==> config.mk <==
export PLATFORM = sky130hd
export DESIGN_NAME = pipeline_hazard_ctrl
export DESIGN_NICKNAME = d
export VERILOG_FILES = /design/src/rtl/pipeline_hazard_ctrl.sv
export SDC_FILE = /design/constraint.sdc
export NUM_CORES = 1
export LEC_CHECK = 0
export BUFFER_PORTS_ARGS = -buffer_cell sky130_fd_sc_hd__buf_2
export CORE_MARGIN = 5
export CORE_UTILIZATION = 50
export CTS_CLUSTER_SIZE = 40
export DETAILED_ROUTE_END_ITERATION = 12
export PLACE_DENSITY = 0.85
export REMOVE_ABC_BUFFERS = 1
export SYNTH_ARGS = -nofsm -noshare
export SYNTH_HDL_FRONTEND = slang
export SYNTH_SLANG_ARGS = --single-unit
==> constraint.sdc <==
create_clock -name clk -period 3.08 [get_ports clk]
set_input_delay 0.616 -clock clk [delete_from_list [all_inputs] [get_ports clk]]
set_output_delay 0.616 -clock clk [all_outputs]
set_load 0.01 [all_outputs]
==> src/rtl/pipeline_hazard_ctrl.sv <==
// Purpose: hazard/sequencing control for the 5-stage pipeline (load-use stall, branch flush, ID forwarding).
// Latency: all control outputs are combinational from state, shadow regs and ID inputs; counters are registered.
// Backpressure: load-use hazard holds PC and IF/ID for one cycle while a bubble enters ID/EX.
module pipeline_hazard_ctrl #(
    parameter int BR_FLUSH_CYCLES = 1,
    parameter int CNT_W           = 32
) (
    input  logic             clk,
    input  logic             reset,
    input  logic [4:0]       Rn_ID,
    input  logic [4:0]       Rm_ID,
    input  logic             uses_Rn_ID,
    input  logic             uses_Rm_ID,
    input  logic             RegWrite_ID,
    input  logic             read_enable_ID,
    input  logic [4:0]       WriteRegister_ID,
    input  logic             br_taken_ID,
    output logic             pc_write,
    output logic             ifid_write,
    output logic             ifid_flush,
    output logic             idex_bubble,
    output logic [1:0]       fwdA_sel,
    output logic [1:0]       fwdB_sel,
    output logic [CNT_W-1:0] stall_count,
    output logic [CNT_W-1:0] flush_count
);

    typedef enum logic {
        ST_RUN   = 1'b0,
        ST_FLUSH = 1'b1
    } state_t;

    // fcnt is loaded with the number of flush cycles still owed after the branch cycle itself
    localparam logic [2:0] LP_FCNT_INIT  = 3'(BR_FLUSH_CYCLES - 1);
    localparam bit         LP_MULTI_FLSH = (BR_FLUSH_CYCLES > 1);
    localparam logic [4:0] LP_XZR        = 5'd31;
    localparam logic [1:0] LP_FWD_RF     = 2'b00;
    localparam logic [1:0] LP_FWD_EX     = 2'b01;
    localparam logic [1:0] LP_FWD_MEM    = 2'b10;

    state_t           r_state;
    logic [2:0]       r_fcnt;
    logic [CNT_W-1:0] r_stall_cnt;
    logic [CNT_W-1:0] r_flush_cnt;

    // Shadow copies of the destination info held in ID/EX and EX/MEM
    logic [4:0]       r_ex_dst;
    logic             r_ex_rw;
    logic             r_ex_ld;
    logic [4:0]       r_mem_dst;
    logic             r_mem_rw;

    logic             w_mex_rn;
    logic             w_mex_rm;
    logic             w_mmem_rn;
    logic             w_mmem_rm;
    logic             w_ld_haz;
    logic             w_br_go;
    logic             w_flush_now;

    // XZR is hardwired zero, so a write to it never produces a usable result
    assign w_mex_rn  = r_ex_rw  && (r_ex_dst  == Rn_ID) && (Rn_ID != LP_XZR);
    assign w_mex_rm  = r_ex_rw  && (r_ex_dst  == Rm_ID) && (Rm_ID != LP_XZR);
    assign w_mmem_rn = r_mem_rw && (r_mem_dst == Rn_ID) && (Rn_ID != LP_XZR);
    assign w_mmem_rm = r_mem_rw && (r_mem_dst == Rm_ID) && (Rm_ID != LP_XZR);

    // A load in EX cannot forward its data yet, so any consumer in ID must wait one cycle
    assign w_ld_haz    = (r_state == ST_RUN) && r_ex_ld &&
                         ((uses_Rn_ID && w_mex_rn) || (uses_Rm_ID && w_mex_rm));
    // A stall takes precedence: the branch is simply re-presented next cycle
    assign w_br_go     = (r_state == ST_RUN) && !w_ld_haz && br_taken_ID;
    assign w_flush_now = w_br_go || (r_state == ST_FLUSH);

    assign stall_count = r_stall_cnt;
    assign flush_count = r_flush_cnt;

    // Pipeline control and forwarding selects, prioritised reset > flush window > stall > branch
    always_comb begin
        pc_write    = 1'b1;
        ifid_write  = 1'b1;
        ifid_flush  = 1'b0;
        idex_bubble = 1'b0;
        fwdA_sel    = LP_FWD_RF;
        fwdB_sel    = LP_FWD_RF;
        if (reset) begin
            pc_write    = 1'b0;
            ifid_write  = 1'b0;
            ifid_flush  = 1'b1;
            idex_bubble = 1'b1;
        end else if (r_state == ST_FLUSH) begin
            // The instruction in ID is on the wrong path: squash it and keep fetching
            ifid_flush  = 1'b1;
            idex_bubble = 1'b1;
        end else begin
            if (w_ld_haz) begin
                pc_write    = 1'b0;
                ifid_write  = 1'b0;
                idex_bubble = 1'b1;
            end else if (br_taken_ID) begin
                ifid_flush  = 1'b1;
            end
            // EX holds the youngest value, so it wins over MEM; a load in EX has nothing to give yet
            if (uses_Rn_ID && w_mex_rn && !r_ex_ld) begin
                fwdA_sel = LP_FWD_EX;
            end else if (uses_Rn_ID && w_mmem_rn) begin
                fwdA_sel = LP_FWD_MEM;
            end
            if (uses_Rm_ID && w_mex_rm && !r_ex_ld) begin
                fwdB_sel = LP_FWD_EX;
            end else if (uses_Rm_ID && w_mmem_rm) begin
                fwdB_sel = LP_FWD_MEM;
            end
        end
    end

    // Track destination info alongside the real ID/EX and EX/MEM registers
    always_ff @(posedge clk) begin
        if (reset) begin
            r_ex_dst  <= 5'd0;
            r_ex_rw   <= 1'b0;
            r_ex_ld   <= 1'b0;
            r_mem_dst <= 5'd0;
            r_mem_rw  <= 1'b0;
        end else begin
            r_mem_dst <= r_ex_dst;
            r_mem_rw  <= r_ex_rw;
            if (idex_bubble) begin
                r_ex_dst <= 5'd0;
                r_ex_rw  <= 1'b0;
                r_ex_ld  <= 1'b0;
            end else begin
                r_ex_dst <= WriteRegister_ID;
                r_ex_rw  <= RegWrite_ID;
                r_ex_ld  <= read_enable_ID;
            end
        end
    end

    // Branch flush sequencer: the branch cycle flushes once, FLUSH covers the remaining cycles
    always_ff @(posedge clk) begin
        if (reset) begin
            r_state <= ST_RUN;
            r_fcnt  <= 3'd0;
        end else begin
            case (r_state)
                ST_RUN: begin
                    if (w_br_go && LP_MULTI_FLSH) begin
                        r_state <= ST_FLUSH;
                        r_fcnt  <= LP_FCNT_INIT;
                    end
                end
                ST_FLUSH: begin
                    if (r_fcnt <= 3'd1) begin
                        r_state <= ST_RUN;
                        r_fcnt  <= 3'd0;
                    end else begin
                        r_fcnt  <= r_fcnt - 3'd1;
                    end
                end
                default: begin
                    r_state <= ST_RUN;
                    r_fcnt  <= 3'd0;
                end
            endcase
        end
    end

    // Free-running wrap-around performance counters
    always_ff @(posedge clk) begin
        if (reset) begin
            r_stall_cnt <= '0;
            r_flush_cnt <= '0;
        end else begin
            if (w_ld_haz) begin
                r_stall_cnt <= r_stall_cnt + CNT_W'(1);
            end
            if (w_flush_now) begin
                r_flush_cnt <= r_flush_cnt + CNT_W'(1);
            end
        end
    end

endmodule
=== Word level (Yosys, flattened, before mapping) ===
Index checks and enable logic that the tools add are counted.

* Flip-flop bits (word level): 81
* Input port bits: 22

* Add/subtract/negate cells: 3
* Order comparisons: 1
* Equal/unequal tests: 6
* Multiplexer cells: 20
* Bitwise logic cells: 1
* Reduce and logical (&&, ||, !) cells: 24

{| class="wikitable"
|+ Operators with widths
! operator !! count
|-
| 32-bit by 1-bit adder with 32-bit output (second input constant) || 2
|-
| 5-bit == test || 4
|-
| 1-bit logical AND || 18
|-
| 2-bit 2-to-1 mux || 8
|-
| 1-bit 2-to-1 mux || 11
|-
| 5-bit != test (second input constant) || 2
|-
| 2-bit OR reduction || 2
|-
| 3-bit by 1-bit <= comparator with 1-bit output (second input constant) || 1
|-
| 3-bit 2-to-1 mux || 1
|-
| 3-bit by 1-bit subtractor with 3-bit output (second input constant) || 1
|-
| 1-bit zero test || 2
|-
| 1-bit logical OR || 2
|-
| 1-bit NOT || 1
|}

=== Logic depth before layout (Yosys ltp) ===
* Depth in word-level cells: 10
* Depth in mapped cells: 8
* Mapped depth without buffers: 7

=== Worst setup path before layout ===
OpenSTA, ideal clock, no wires.

* Path kind: input-to-output
* Start: input Rn_ID[2]
* End: output pc_write
* Arrival time: 2137 ps
* Data required time: 2464 ps
* Setup slack: 327 ps
* Cell stages on the path: 8
* Path buffers: 3
* Cell sequence: xor2_1 > nor4_4 > nand4b_4 > a21oi_2 > buf_2 > buf_2 > nor2_1 > buf_4

* Word-level cells in the longest chain between the ends: 9
* Elaborated cells between the ends (all ways): 10
* Those cells by class: 2 x eq/ne; 3 x mux; 5 x reduce/logical

{| class="wikitable"
|+ Ends and longest elaborated chain
! what !! RTL line !! RTL
|-
| start: declaration || 10 || <nowiki>input logic [4:0] Rn_ID,</nowiki>
|-
| 5-bit == test || 62 || <nowiki>assign w_mex_rn = r_ex_rw && (r_ex_dst == Rn_ID) && (Rn_ID != LP_XZR);</nowiki>
|-
| 1-bit logical AND || 62 ||
|-
| 1-bit logical AND (*) || 62 ||
|-
| 1-bit logical AND (*) || 69 || <nowiki>((uses_Rn_ID && w_mex_rn) || (uses_Rm_ID && w_mex_rm));</nowiki>
|-
| 1-bit logical OR (*) || 69 ||
|-
| 1-bit logical AND (*) || 68 || <nowiki>assign w_ld_haz = (r_state == ST_RUN) && r_ex_ld &&</nowiki>
|-
| 1-bit 2-to-1 mux (*) (3 in series) || - ||
|-
| end: declaration || 18 || <nowiki>output logic pc_write,</nowiki>
|}

Every way passes the cells marked *; elsewhere a longest branch is shown, timed or not.

=== Worst setup path in the final report ===
* Start: input Rm_ID[2]
* End: output fwdB_sel[1]

* Word-level cells in the longest chain between the ends: 8
* Elaborated cells between the ends (all ways): 14
* Those cells by class: 3 x eq/ne; 4 x mux; 7 x reduce/logical

{| class="wikitable"
|+ Ends and longest elaborated chain
! what !! RTL line !! RTL
|-
| start: declaration || 11 || <nowiki>input logic [4:0] Rm_ID,</nowiki>
|-
| 5-bit == test, on equally long branches || 65, 63 ||
|-
| 1-bit logical AND, on equally long branches (2 in series) || 65, 63 ||
|-
| 1-bit logical AND, on equally long branches || 110, 108 ||
|-
| 2-bit 2-to-1 mux / 1-bit logical AND (equally long branches) || 110, 108 ||
|-
| 2-bit 2-to-1 mux (*) || 108 || <nowiki>if (uses_Rm_ID && w_mex_rm && !r_ex_ld) begin</nowiki>
|-
| 2-bit 2-to-1 mux (*) || 90 || <nowiki>end else if (r_state == ST_FLUSH) begin</nowiki>
|-
| 2-bit 2-to-1 mux (*) || 85 || <nowiki>if (reset) begin</nowiki>
|-
| end: declaration || 23 || <nowiki>output logic [1:0] fwdB_sel,</nowiki>
|}

Marked as above.

==> run summary <==
The routability congestion estimate is 0.873, and the power density of the placed cells is 420 nW/µm². The tools report the number of antenna violations at the first check in global routing as 0. Summed over all cells, the static leakage comes to 1.89 nW.

In this run the count of I/O pins placed on the die edge is 94. The critical path class was primary input to primary output. Width of the die: 102 µm.

The number of global-route vias before repair was 3,761; the setup clock skew after layout was 0.00881 ns. Synthesis inferred 81 register bits. Buffers added to address setup during post-CTS repair amount to 0. The sequential fraction of the synthesis area was 0.382. Setup repair after global routing left no endpoint under its margin.

The per-cell routed wire length was 16.3 µm; the detailed placement HPWL was 7820 µm. Total via count in the routed design: 4,056. The post-detailed-placement cell area is 4770 µm². The floorplan step defined a core boundary enclosing 8260 µm². The initial cell density of the core is 0.514.

The number of antenna diodes in the final layout is 0. The overall routed net length came out at 11,000 µm. For the pin with the worst max-slew slack, the measured transition is 0.734 ns.

The tools report the total clock sinks as 81. The clock passes through at most 2 buffers. On the worst path, the slowest cell contributes a delay of 0.36 ns.

The post-route core utilization was 0.606. The largest fanout of any net on the critical path is 18. The most frequent standard cell in the layout excluding fill and tap cells is buf_2. The share of flip-flops with an asynchronous set or reset after synthesis was 0; the number of hold-slack violations in the final timing report was 0.

For this run, the top clock speed supported by timing is 374 MHz. The fraction of final layout cells sized beyond drive strength 1 is 0.254. Port buffer count: 93. The signal arrival time at the worst endpoint was 2.05 ns.

For the remaining max-slew budget at the tightest pin, the log shows 0.498. In the synthesized netlist, the number of instances is 481. Clock-pin slew was measured on the worst setup and hold paths at 0.08 ns. The remaining global-route overflow was 0. STA classifies the critical path startpoint as a primary input. The path category of the worst min-delay check was register to register.

The tool flagged a number of max-cap violations equal to 0. The layout has 721 filler cells. Power comes to 2.10 mW.

For the standard-cell row count, the log shows 33. Entering global routing, the biggest net connects 47 pins. The peak supply drop is 0.225 mV. The endpoint kind of the worst setup timing path is a primary output. For this run, the leading register cell type out of synthesis is dfxtp_1. After routing the design area is 5000 µm². The iteration-0 DRC count of the detailed router is 264, and the first-pass GRT wire length is 17,900 µm.

The cell area after synthesis is 4240 µm². In this run, CTS created clock tree buffers numbering 9. Using the TritonRoute via totals, the vias-per-cell ratio works out to 6.03. Dividing the synthesized area by the synthesized cell count gives 8.82 µm². Insertion delay of the later-clocked pin in the worst-skew pair: 0.35 ns. The die is 102 µm tall. For the final max-slew violation count, the log shows 0. CTS built an H-tree with a depth of 3. The root buffer cell chosen for the clock tree is clkbuf_8.

The flow ran to the end, and the final reports show no timing, DRC or antenna violations. The worst path needs 2.67 ns of the cycle, external delays included. The combined global-route utilization of all metal layers came out at 0.212. The most numerous cell type found on the critical path is buf_2. For the critical path data required time, the log shows 2.46 ns. The number of hold buffers added after CTS was 0. After detailed routing, the number of remaining DRC violations is 0. The setup slack on the worst flop-to-flop path is 0.59 ns, and the number of nets in the finished design is 589. The count of yosys warnings during synthesis was 0; the number of buffers and inverters on the critical path was 3.

Largest delay contributor family on the critical path: simple AND/OR/NAND/NOR gates. The quantity of gates resized following cts is 0. Relative to the synthesized area, the layout overhead comes to 17.9%.

The share of the clock period used by the worst path after layout came out at 0.867. Number of enable flip-flop cells after synthesis: 0. TritonCTS built the clock tree.

Setup violations remaining at the end of the flow were counted as 0. The signal on the critical path passes through buf_2 -> xor2_1 -> nor4_4 -> nand4b_4 -> buf_4 -> o2111a_1 -> buf_2. The floorplan step defined a die boundary enclosing 10,400 µm². In this run, distinct cell masters in the synthesized netlist total 54.

Once detail routing completed, the nets flagged for antenna violations numbered 0. Cell with the largest stage delay on the worst path: nor4_4. In the layout the commonest cells are buf_2, dfxtp_1, a21oi_1.

The count of TritonRoute iterations in the first routing pass came out at 4.
## final timing paths
check | from | endpoint | depth (start not counted)
max reg2reg | flush_count[2] | flush_count[14] | 6
min | flush_count[31] | flush_count[31] | 2
min reg2reg | flush_count[31] | flush_count[31] | 2
max | Rm_ID[2] | fwdB_sel[1] | 7
## routing by layer
metal | up-vias | track usage | share of wire
met3 | 21 | 0.0505 | 0.078
li1 | 1968 | - | -
met1 | 1926 | 0.277 | 0.43
met5 | - | 0 | 0
met2 | 141 | 0.346 | 0.48
met4 | 0 | 0.0686 | 0.016
## kinds of logic (layout without fill, tap and decap cells)
kind of cell    Yosys count  in the layout  share of synthesized area
compound gates          112            112                      0.190
xor+xnor                 40             40                     0.0826
fa+ha+maj                 3              3                    0.00885
buf+inv                  38            125                     0.0413
flops                    81             81                      0.382
mux                       5              5                     0.0130
simple gates            202            202                      0.282
## Yosys cell counts, types with 3 or more instances
library cell / instances / area share
a2111oi_2: 6 / 0.021
ha_1: 3 / 0.0089
clkbuf_1: 18 / 0.016
a2111oi_0: 7 / 0.014
nor3_1: 5 / 0.0059
nor4_1: 6 / 0.0089
a211oi_1: 3 / 0.0053
or4_1: 23 / 0.041
nand3_1: 26 / 0.031
mux2_2: 4 / 0.011
o21ai_0: 13 / 0.015
nor3_2: 3 / 0.0071
o2111ai_1: 3 / 0.0062
and3_1: 12 / 0.018
o41ai_1: 4 / 0.0083
nor2_1: 35 / 0.031
and4_1: 4 / 0.0083
o31ai_1: 23 / 0.041
inv_1: 8 / 0.0071
nor2b_1: 9 / 0.013
dfxtp_1: 81 / 0.38
nand4_1: 14 / 0.021
or3_1: 12 / 0.018
xor2_1: 15 / 0.031
o21a_1: 3 / 0.0053
buf_2: 8 / 0.0094
and2_1: 4 / 0.0059
xnor2_1: 25 / 0.052
nand2_1: 33 / 0.029
a21oi_1: 37 / 0.044
or2_2: 4 / 0.0059
## area by class of cell
class	count	area, µm²	share of cell area
Multi-Input combinational cell	362	2450	0.490
Sequential cell	81	1620	0.324
Timing Repair Buffer	102	533	0.107
Tap cell	105	131	0.0263
Clock buffer	10	128	0.0255
Clock inverter	5	105	0.0210
Inverter	8	30.0	0.00600
## worst reg2reg max path: cells and delay by family (launching register included)
family	cells	cell delay [ns]
simple gates	5	1.86
compound gates	1	0.15
flops	1	0.41
## registers in the layout (all words and copies together) (netlist names)
register	count
flush_count	32
r_ex_dst	5
r_ex_ld	1
r_ex_rw	1
r_fcnt	3
r_mem_dst	5
r_mem_rw	1
r_state	1
stall_count	32
## metrics by stage
stage	hold slack, ns	setup slack [ns]	std cells	setup TNS (ns)
global route	0.503	0.293	673	0
CTS	0.483	0.398	673	0
finish	0.486	0.410	673	0
global placement	0.462	0.433	658	0
detailed placement	0.471	0.356	658	0
floorplan	0.480	-0.760	451	-8.21
## power by group
group          total [mW]  internal, mW  leakage [nW]  switching (mW)
combinational       0.120        0.0465          1.12          0.0732
clock               0.913         0.534         0.109           0.379
sequential           1.07          1.06         0.655          0.0124
total                2.10          1.64          1.89           0.465
(Power assumes the default switching activity.)
